`src/rtl/div_ctrl.sv`:
```
// EX-stage controller for a multi-cycle DIV/DIVU unit: operand hand-off, stall, HI/LO write, flush/watchdog cancel.
// Optional feature: define DIV_CTRL_ZERO_TRAP_EN to trap zero divisors in EX instead of dividing.
module div_ctrl #(
    parameter int unsigned DIV_LAT_MAX = 40
) (
    input  logic        clk,
    input  logic        rst,
    input  logic        div_req,
    input  logic        div_signed_in,
    input  logic [31:0] ex_reg1,
    input  logic [31:0] ex_reg2,
    input  logic        flush,
    output logic        signed_div,
    output logic [31:0] div_opdata1,
    output logic [31:0] div_opdata2,
    output logic        div_start,
    output logic        div_cancel,
    input  logic [63:0] div_res,
    input  logic        div_done,
    output logic        stallreq,
    output logic        whilo,
    output logic [31:0] hi_o,
    output logic [31:0] lo_o,
    output logic        div_timeout,
    output logic        div_zero_exc
);

    typedef enum logic [1:0] {IDLE, BUSY, DONE, DRAIN} state_t;

    localparam logic [5:0] LAT_MAX = 6'(DIV_LAT_MAX);

    state_t      state_q, state_d;
    logic [5:0]  cnt_q, cnt_d;
    logic        drain_q, drain_d;
    logic        div_start_q, div_start_d;
    logic        signed_div_q, signed_div_d;
    logic [31:0] opdata1_q, opdata1_d;
    logic [31:0] opdata2_q, opdata2_d;

    logic        stall_c, whilo_c, cancel_c, timeout_c, zero_exc_c;
    logic [31:0] hi_c, lo_c;
    logic        zero_trap;
    logic        force_zero;

`ifdef DIV_CTRL_ZERO_TRAP_EN
    assign zero_trap  = (ex_reg2 == 32'd0);
    assign force_zero = 1'b0;
`else
    // The divider's zero-divisor result is undefined, so the write is forced to zero here.
    assign zero_trap  = 1'b0;
    assign force_zero = (opdata2_q == 32'd0);
`endif

    always_comb begin
        state_d      = state_q;
        cnt_d        = cnt_q;
        drain_d      = drain_q;
        div_start_d  = div_start_q;
        signed_div_d = signed_div_q;
        opdata1_d    = opdata1_q;
        opdata2_d    = opdata2_q;
        stall_c      = 1'b0;
        whilo_c      = 1'b0;
        hi_c         = 32'd0;
        lo_c         = 32'd0;
        cancel_c     = 1'b0;
        timeout_c    = 1'b0;
        zero_exc_c   = 1'b0;
        case (state_q)
            IDLE: begin
                if (div_req && !flush) begin
                    if (zero_trap) begin
                        zero_exc_c = 1'b1;
                    end else begin
                        opdata1_d    = ex_reg1;
                        opdata2_d    = ex_reg2;
                        signed_div_d = div_signed_in;
                        div_start_d  = 1'b1;
                        cnt_d        = 6'd0;
                        state_d      = BUSY;
                        stall_c      = 1'b1;
                    end
                end
            end
            BUSY: begin
                cnt_d   = cnt_q + 6'd1;
                stall_c = !div_done;
                // Flush beats a same-cycle div_done; div_done beats the watchdog.
                if (flush) begin
                    cancel_c    = 1'b1;
                    div_start_d = 1'b0;
                    drain_d     = 1'b0;
                    state_d     = DRAIN;
                end else if (div_done) begin
                    whilo_c     = 1'b1;
                    hi_c        = force_zero ? 32'd0 : div_res[63:32];
                    lo_c        = force_zero ? 32'd0 : div_res[31:0];
                    div_start_d = 1'b0;
                    state_d     = DONE;
                end else if (cnt_q == LAT_MAX) begin
                    timeout_c   = 1'b1;
                    cancel_c    = 1'b1;
                    stall_c     = 1'b0;
                    div_start_d = 1'b0;
                    drain_d     = 1'b0;
                    state_d     = DRAIN;
                end
            end
            DONE: begin
                stall_c = div_req;
                state_d = IDLE;
            end
            DRAIN: begin
                stall_c = div_req;
                drain_d = 1'b1;
                if (drain_q) begin
                    state_d = IDLE;
                end
            end
            default: state_d = IDLE;
        endcase
    end

    always_ff @(posedge clk or posedge rst) begin
        if (rst) begin
            state_q      <= IDLE;
            cnt_q        <= 6'd0;
            drain_q      <= 1'b0;
            div_start_q  <= 1'b0;
            signed_div_q <= 1'b0;
            opdata1_q    <= 32'd0;
            opdata2_q    <= 32'd0;
        end else begin
            state_q      <= state_d;
            cnt_q        <= cnt_d;
            drain_q      <= drain_d;
            div_start_q  <= div_start_d;
            signed_div_q <= signed_div_d;
            opdata1_q    <= opdata1_d;
            opdata2_q    <= opdata2_d;
        end
    end

    assign div_start    = div_start_q;
    assign signed_div   = signed_div_q;
    assign div_opdata1  = opdata1_q;
    assign div_opdata2  = opdata2_q;

    // Combinational outputs are held quiet while reset is asserted.
    assign stallreq     = stall_c    & ~rst;
    assign whilo        = whilo_c    & ~rst;
    assign hi_o         = rst ? 32'd0 : hi_c;
    assign lo_o         = rst ? 32'd0 : lo_c;
    assign div_cancel   = cancel_c   & ~rst;
    assign div_timeout  = timeout_c  & ~rst;
    assign div_zero_exc = zero_exc_c & ~rst;

endmodule

```
`config.mk`:
```
export PLATFORM = sky130hd
export DESIGN_NAME = div_ctrl
export DESIGN_NICKNAME = d
export VERILOG_FILES = /design/src/rtl/div_ctrl.sv
export SDC_FILE = /design/constraint.sdc
export NUM_CORES = 1
export LEC_CHECK = 0
export CAP_MARGIN = 40
export CORE_MARGIN = 5
export CORE_UTILIZATION = 35
export DETAILED_ROUTE_END_ITERATION = 8
export GPL_ROUTABILITY_DRIVEN = 0
export PLACE_DENSITY = 0.79
export SETUP_SLACK_MARGIN = 0.02
export SLEW_MARGIN = 15
export SYNTH_ARGS = -nofsm -noshare
export SYNTH_HDL_FRONTEND = slang
export SYNTH_SLANG_ARGS = --single-unit
```
`constraint.sdc`:
```
create_clock -name clk -period 3.7 [get_ports clk]
set_input_delay 0.37 -clock clk [delete_from_list [all_inputs] [get_ports clk]]
set_output_delay 0.37 -clock clk [all_outputs]
set_load 0.01 [all_outputs]
```
# Word-level counts from Yosys, hierarchy flattened

Index checks and enable logic that the tools add are counted.

Register bits after elaboration: 75
Bits of input ports: 134
Output and inout bits: 135
Word-level logic and storage cells: 75

Equal/unequal tests: 9
Muxes and demuxes: 40
$add $sub $neg: 1
Bitwise logic cells: 5
Reductions and logical operators: 13

Operators with widths:

| kind                                                             | count |
|---|---|
| 32-bit 2-to-1 mux                                                | 10 |
| 32-bit logical NOT                                               | 1 |
| 1-bit 2-to-1 mux                                                 | 19 |
| 6-bit one-hot mux with 2 select lines                            | 1 |
| 2-bit 2-to-1 mux                                                 | 5 |
| 3-bit AND reduction                                              | 3 |
| 2-bit one-hot mux with 4 select lines                            | 1 |
| 6-bit by 1-bit adder with 6-bit output (second input constant)   | 1 |
| 6-bit == test (second input constant)                            | 1 |
| 6-bit 2-to-1 mux                                                 | 1 |
| 3-bit != test (second input constant)                            | 2 |
| 1-bit bitwise AND                                                | 4 |
| 2-bit == test (second input constant)                            | 2 |
| 2-bit != test (second input constant)                            | 2 |
| 4-bit != test (second input constant)                            | 1 |
| 1-bit one-hot mux with 2 select lines                            | 2 |
| 2-bit AND reduction                                              | 2 |
| 2-bit nonzero test                                               | 2 |
| 1-bit one-hot mux with 3 select lines                            | 1 |
| 2-bit by 1-bit == test with 1-bit output (second input constant) | 1 |
| 1-bit logical NOT                                                | 2 |
| 2-bit logical NOT                                                | 1 |
| 2-bit OR reduction                                               | 1 |
| 1-bit logical AND                                                | 1 |
| 1-bit inverter                                                   | 1 |

# Logic depth before layout (Yosys ltp)

Depth after elaboration: 6
Depth in mapped cells: 6
Mapped depth without buffers: 4

# Worst setup path before layout

Ideal clock, no wire load.

Path type: input to output
From: input port rst
To: output port stallreq
Required time: 3.330 ns
Path buffers: 0
Stages: 3
Arrival: 2.357 ns
Setup slack: 0.973 ns
Cells stage by stage: inv_1 o211ai_1 o21ai_0

Cells in the longest elaborated chain, start to end: 2

Ends and longest elaborated chain:

| what               | line | text |
|---|---|---|
| start: declaration | 7    | `input logic rst,` |
| 1-bit inverter     | 150  | `assign stallreq = stall_c & ~rst;` |
| 1-bit bitwise AND  | 150  |  |
| end: declaration   | 20   | `output logic stallreq,` |

No other way between the ends.

# Worst setup path in the final report

From: register opdata2_q[21] (netlist: div_opdata2[21])
To: output port lo_o[29]

Cells in the longest elaborated chain, start to end: 6

Ends and longest elaborated chain:

| what                     | line | text |
|---|---|---|
| start: declaration       | 38   | `logic [31:0] opdata2_q, opdata2_d;` |
| start signal: assignment | 140  | `opdata2_q <= opdata2_d;` |
| 32-bit logical NOT       | 51   | `assign force_zero = (opdata2_q == 32'd0);` |
| 32-bit 2-to-1 mux        | 97   | `lo_c = force_zero ? 32'd0 : div_res[31:0];` |
| 32-bit 2-to-1 mux        | 94   | `end else if (div_done) begin` |
| 32-bit 2-to-1 mux        | 89   | `if (flush) begin` |
| 32-bit 2-to-1 mux        | 69   | `case (state_q)` |
| 32-bit 2-to-1 mux        | 153  | `assign lo_o = rst ? 32'd0 : lo_c;` |
| end: declaration         | 23   | `output logic [31:0] lo_o,` |

No other way between the ends.

==> summary.txt <==
Critical path
  • Reg2Reg Depth: 3
  • Setup Crit Path Kind: register to primary output
  • Worst Setup Start Kind: register
  • CP required: approximately 3.3 ns
  • Worst EP arrival: 2.59 ns
  • Flop2flop setup slack: 1.82 ns
  • CP max FO: 64
  • FF-to-FF Start: state_q[1]
  • Worst R2R End: div_opdata2[7]
  • Critical path capture point type: primary output

Clock network
  • Num Clock Sinks: 75
  • Clock-pin slew on the worst setup and hold paths: approximately 0.060 ns
  • Clock Tree Root: clkbuf_16
  • CTS tree: built
  • Post-CTS Resized: 0
  • CTS buffer count: 9
  • CTS hold repair buffers: 0
  • H-tree depth: 3
  • Worst-skew pair later-pin latency: between 0.3 and 0.4 ns
  • Setup bufs post-CTS: 0
  • CTS max path bufs: 2

Routing
  • DR iter-0 viols: 217
  • DR DRC count: 0
  • Vias: 3839
  • Avg WL per Cell: between 15 and 20 um
  • Iteration count of the initial detailed-routing pass: 5
  • WL final: 13500 um
  • Vias per cell: roughly 5
  • Final ANT Viol Nets: 0

Timing
  • Final Max Slew Viols: 0
  • Endpoints failing setup: 0
  • Unrepaired setup endpoints after global routing: false
  • Setup Skew: 0.00383 ns
  • Setup TNS: 0 ns
  • Tmin final: a little under 3 ns
  • Top achievable clock speed: 338 MHz
  • Hold slack: 0.467 ns
  • Max transition margin: 0.578
  • Final Cycle Share: 0.799
  • Final Hold Violating Endpoints: 0
  • Final worst-path setup slack: approximately 0.74 ns
  • Tightest Pin Transition: between 0.6 and 0.7 ns

Power and ir drop
  • PD cells: 639 mW/mm2
  • Peak VDD IR: around 0.48 mV
  • Total chip power: around 4.6 mW
  • Pleak: 2.88 nW

Cells and area
  • Utilization after layout: 0.627
  • Share of layout cells above drive strength 1: 0.129
  • Fin cells: 764
  • Commonest non-fill, non-tap cells in the layout: clkdlybuf4s50_1 (267), dfrtp_1 (75), nand3_1 (65), a21oi_1 (65), mux2_4 (40)
  • Most common cell after layout, fill and taps aside: clkdlybuf4s50_1
  • Ant diodes: 0
  • NumNets Final: between 700 and 800
  • Final instance area: 0.00713 mm2
  • Layout area overhead: 76.0%

Die
  • Core Region: 0.0114 mm2
  • Die ar.: between 0.01 and 0.015 mm2
  • IO Pins: 269
  • Initial Utilization: 0.357
  • Die Span X: 118 um
  • Cell Rows: 39
  • Die height: approximately 120 um

Logic synthesis
  • Dominant cells by area after synthesis: dfrtp_1 (46%), mux2_4 (15%), a21oi_1 (8.0%)
  • Top_reg_cell synth: dfrtp_1
  • Synth Warn #: 0
  • Ys async rst share: 1.00
  • Post-Synthesis Cells: 371
  • Synthesized net count: 507
  • Post-Syn Area: around 0.004 mm2
  • Synth Register Bits: 75
  • Avg Inst Size Synth: 10.9 um2
  • Post-synthesis cell type count: 39
  • Post-synth EDFFs: 0
  • Sequential area share after synthesis: 0.463
  • Area share of the largest cell type after synthesis: 0.463
  • Post-synth top area cell: dfrtp_1

Global route
  • Initial antenna violation count: 0
  • Gr usage total: 0.188
  • Global-route wire length before repair: approximately 21000 um
  • Vias in the first global route: about 3900
  • Largest net degree at the start of global routing: 73
  • Aggregate global routing overflow: 0

Place
  • Final HPWL DP: 10300 um
  • Port-buffer cells: between 200 and 300
  • # placed instances: 750
  • Placed instance area: 0.00681 mm2
  • DP Worst Slack: 0.865 ns

Worst hold path
  • Hold/Removal Path Class: input pin to asynchronous set/reset pin

Run
  • Max cap viols: 0

Status
  • Status: completed
[cell usage after synthesis (7+ instances only)]
master / number
dfrtp_1: 75
a21oi_1: 65
nand3_1: 65
mux2_4: 40
mux2_1: 15
buf_1: 13
mux2_2: 11
clkbuf_1: 9
buf_6: 8
nor4_1: 8
buf_2: 7
inv_1: 7
nand2_1: 7
[flip-flops by register name, summed over array words and instances (netlist names)]
name         count
cnt_q            6
div_opdata1     32
div_opdata2     32
div_start        1
drain_q          1
signed_div       1
state_q          2
[worst max path at each step]
| stage | start | end | slack [ns] | cells after the start |
|---|---|---|---|---|
| after floorplan | rst | stallreq | 0.97 | 3 |
| after global placement | rst | hi_o[3] | 0.92 | 6 |
| after detailed placement | flush | hi_o[21] | 0.87 | 6 |
| after CTS | div_opdata2[31] | hi_o[21] | 0.71 | 5 |
| after global routing | div_opdata2[31] | lo_o[29] | 0.51 | 5 |
| final | div_opdata2[21] | lo_o[29] | 0.74 | 5 |
[layer usage]
layer | part of all wire | GRT usage | up-vias
met5 | 0 | 0 | -
met4 | 0.013 | 0.0495 | 0
met3 | 0.099 | 0.0788 | 12
met2 | 0.50 | 0.320 | 188
met1 | 0.39 | 0.219 | 1815
li1 | - | - | 1824
[report_power, final]
part           switching (mW)  internal (mW)
sequential              0.331           1.22
combinational           0.736           1.31
clock                   0.311          0.650
[worst max-delay path, stage by stage, from the launching register on]
cell	delay [ns]
dfrtp_1	0.41
nor4_1	0.35
and4_2	0.28
buf_4	0.50
a21oi_1	0.16
clkdlybuf4s50_1	0.52
[final cells by class]
class | instances | area, um2
sequential | 75 | 1880
clock inverter | 5 | 104
tap | 143 | 179
clock buffer | 9 | 225
fill | 880 | 4240
timing repair buffer | 274 | 2770
multi-input combinational | 251 | 1950
inverter | 7 | 27.5
[cells by family (layout without fill, tap and decap cells)]
kind of cell	count (synthesis)	in the layout	synth area share
compound gates	77	77	0.102
fa+ha+maj	2	2	0.00617
buf+inv	45	295	0.0596
flops	75	75	0.463
mux	69	69	0.228
other cells	1	1	0.000925
simple gates	102	102	0.141
Note: power is estimated with default switching activity, not from simulation.
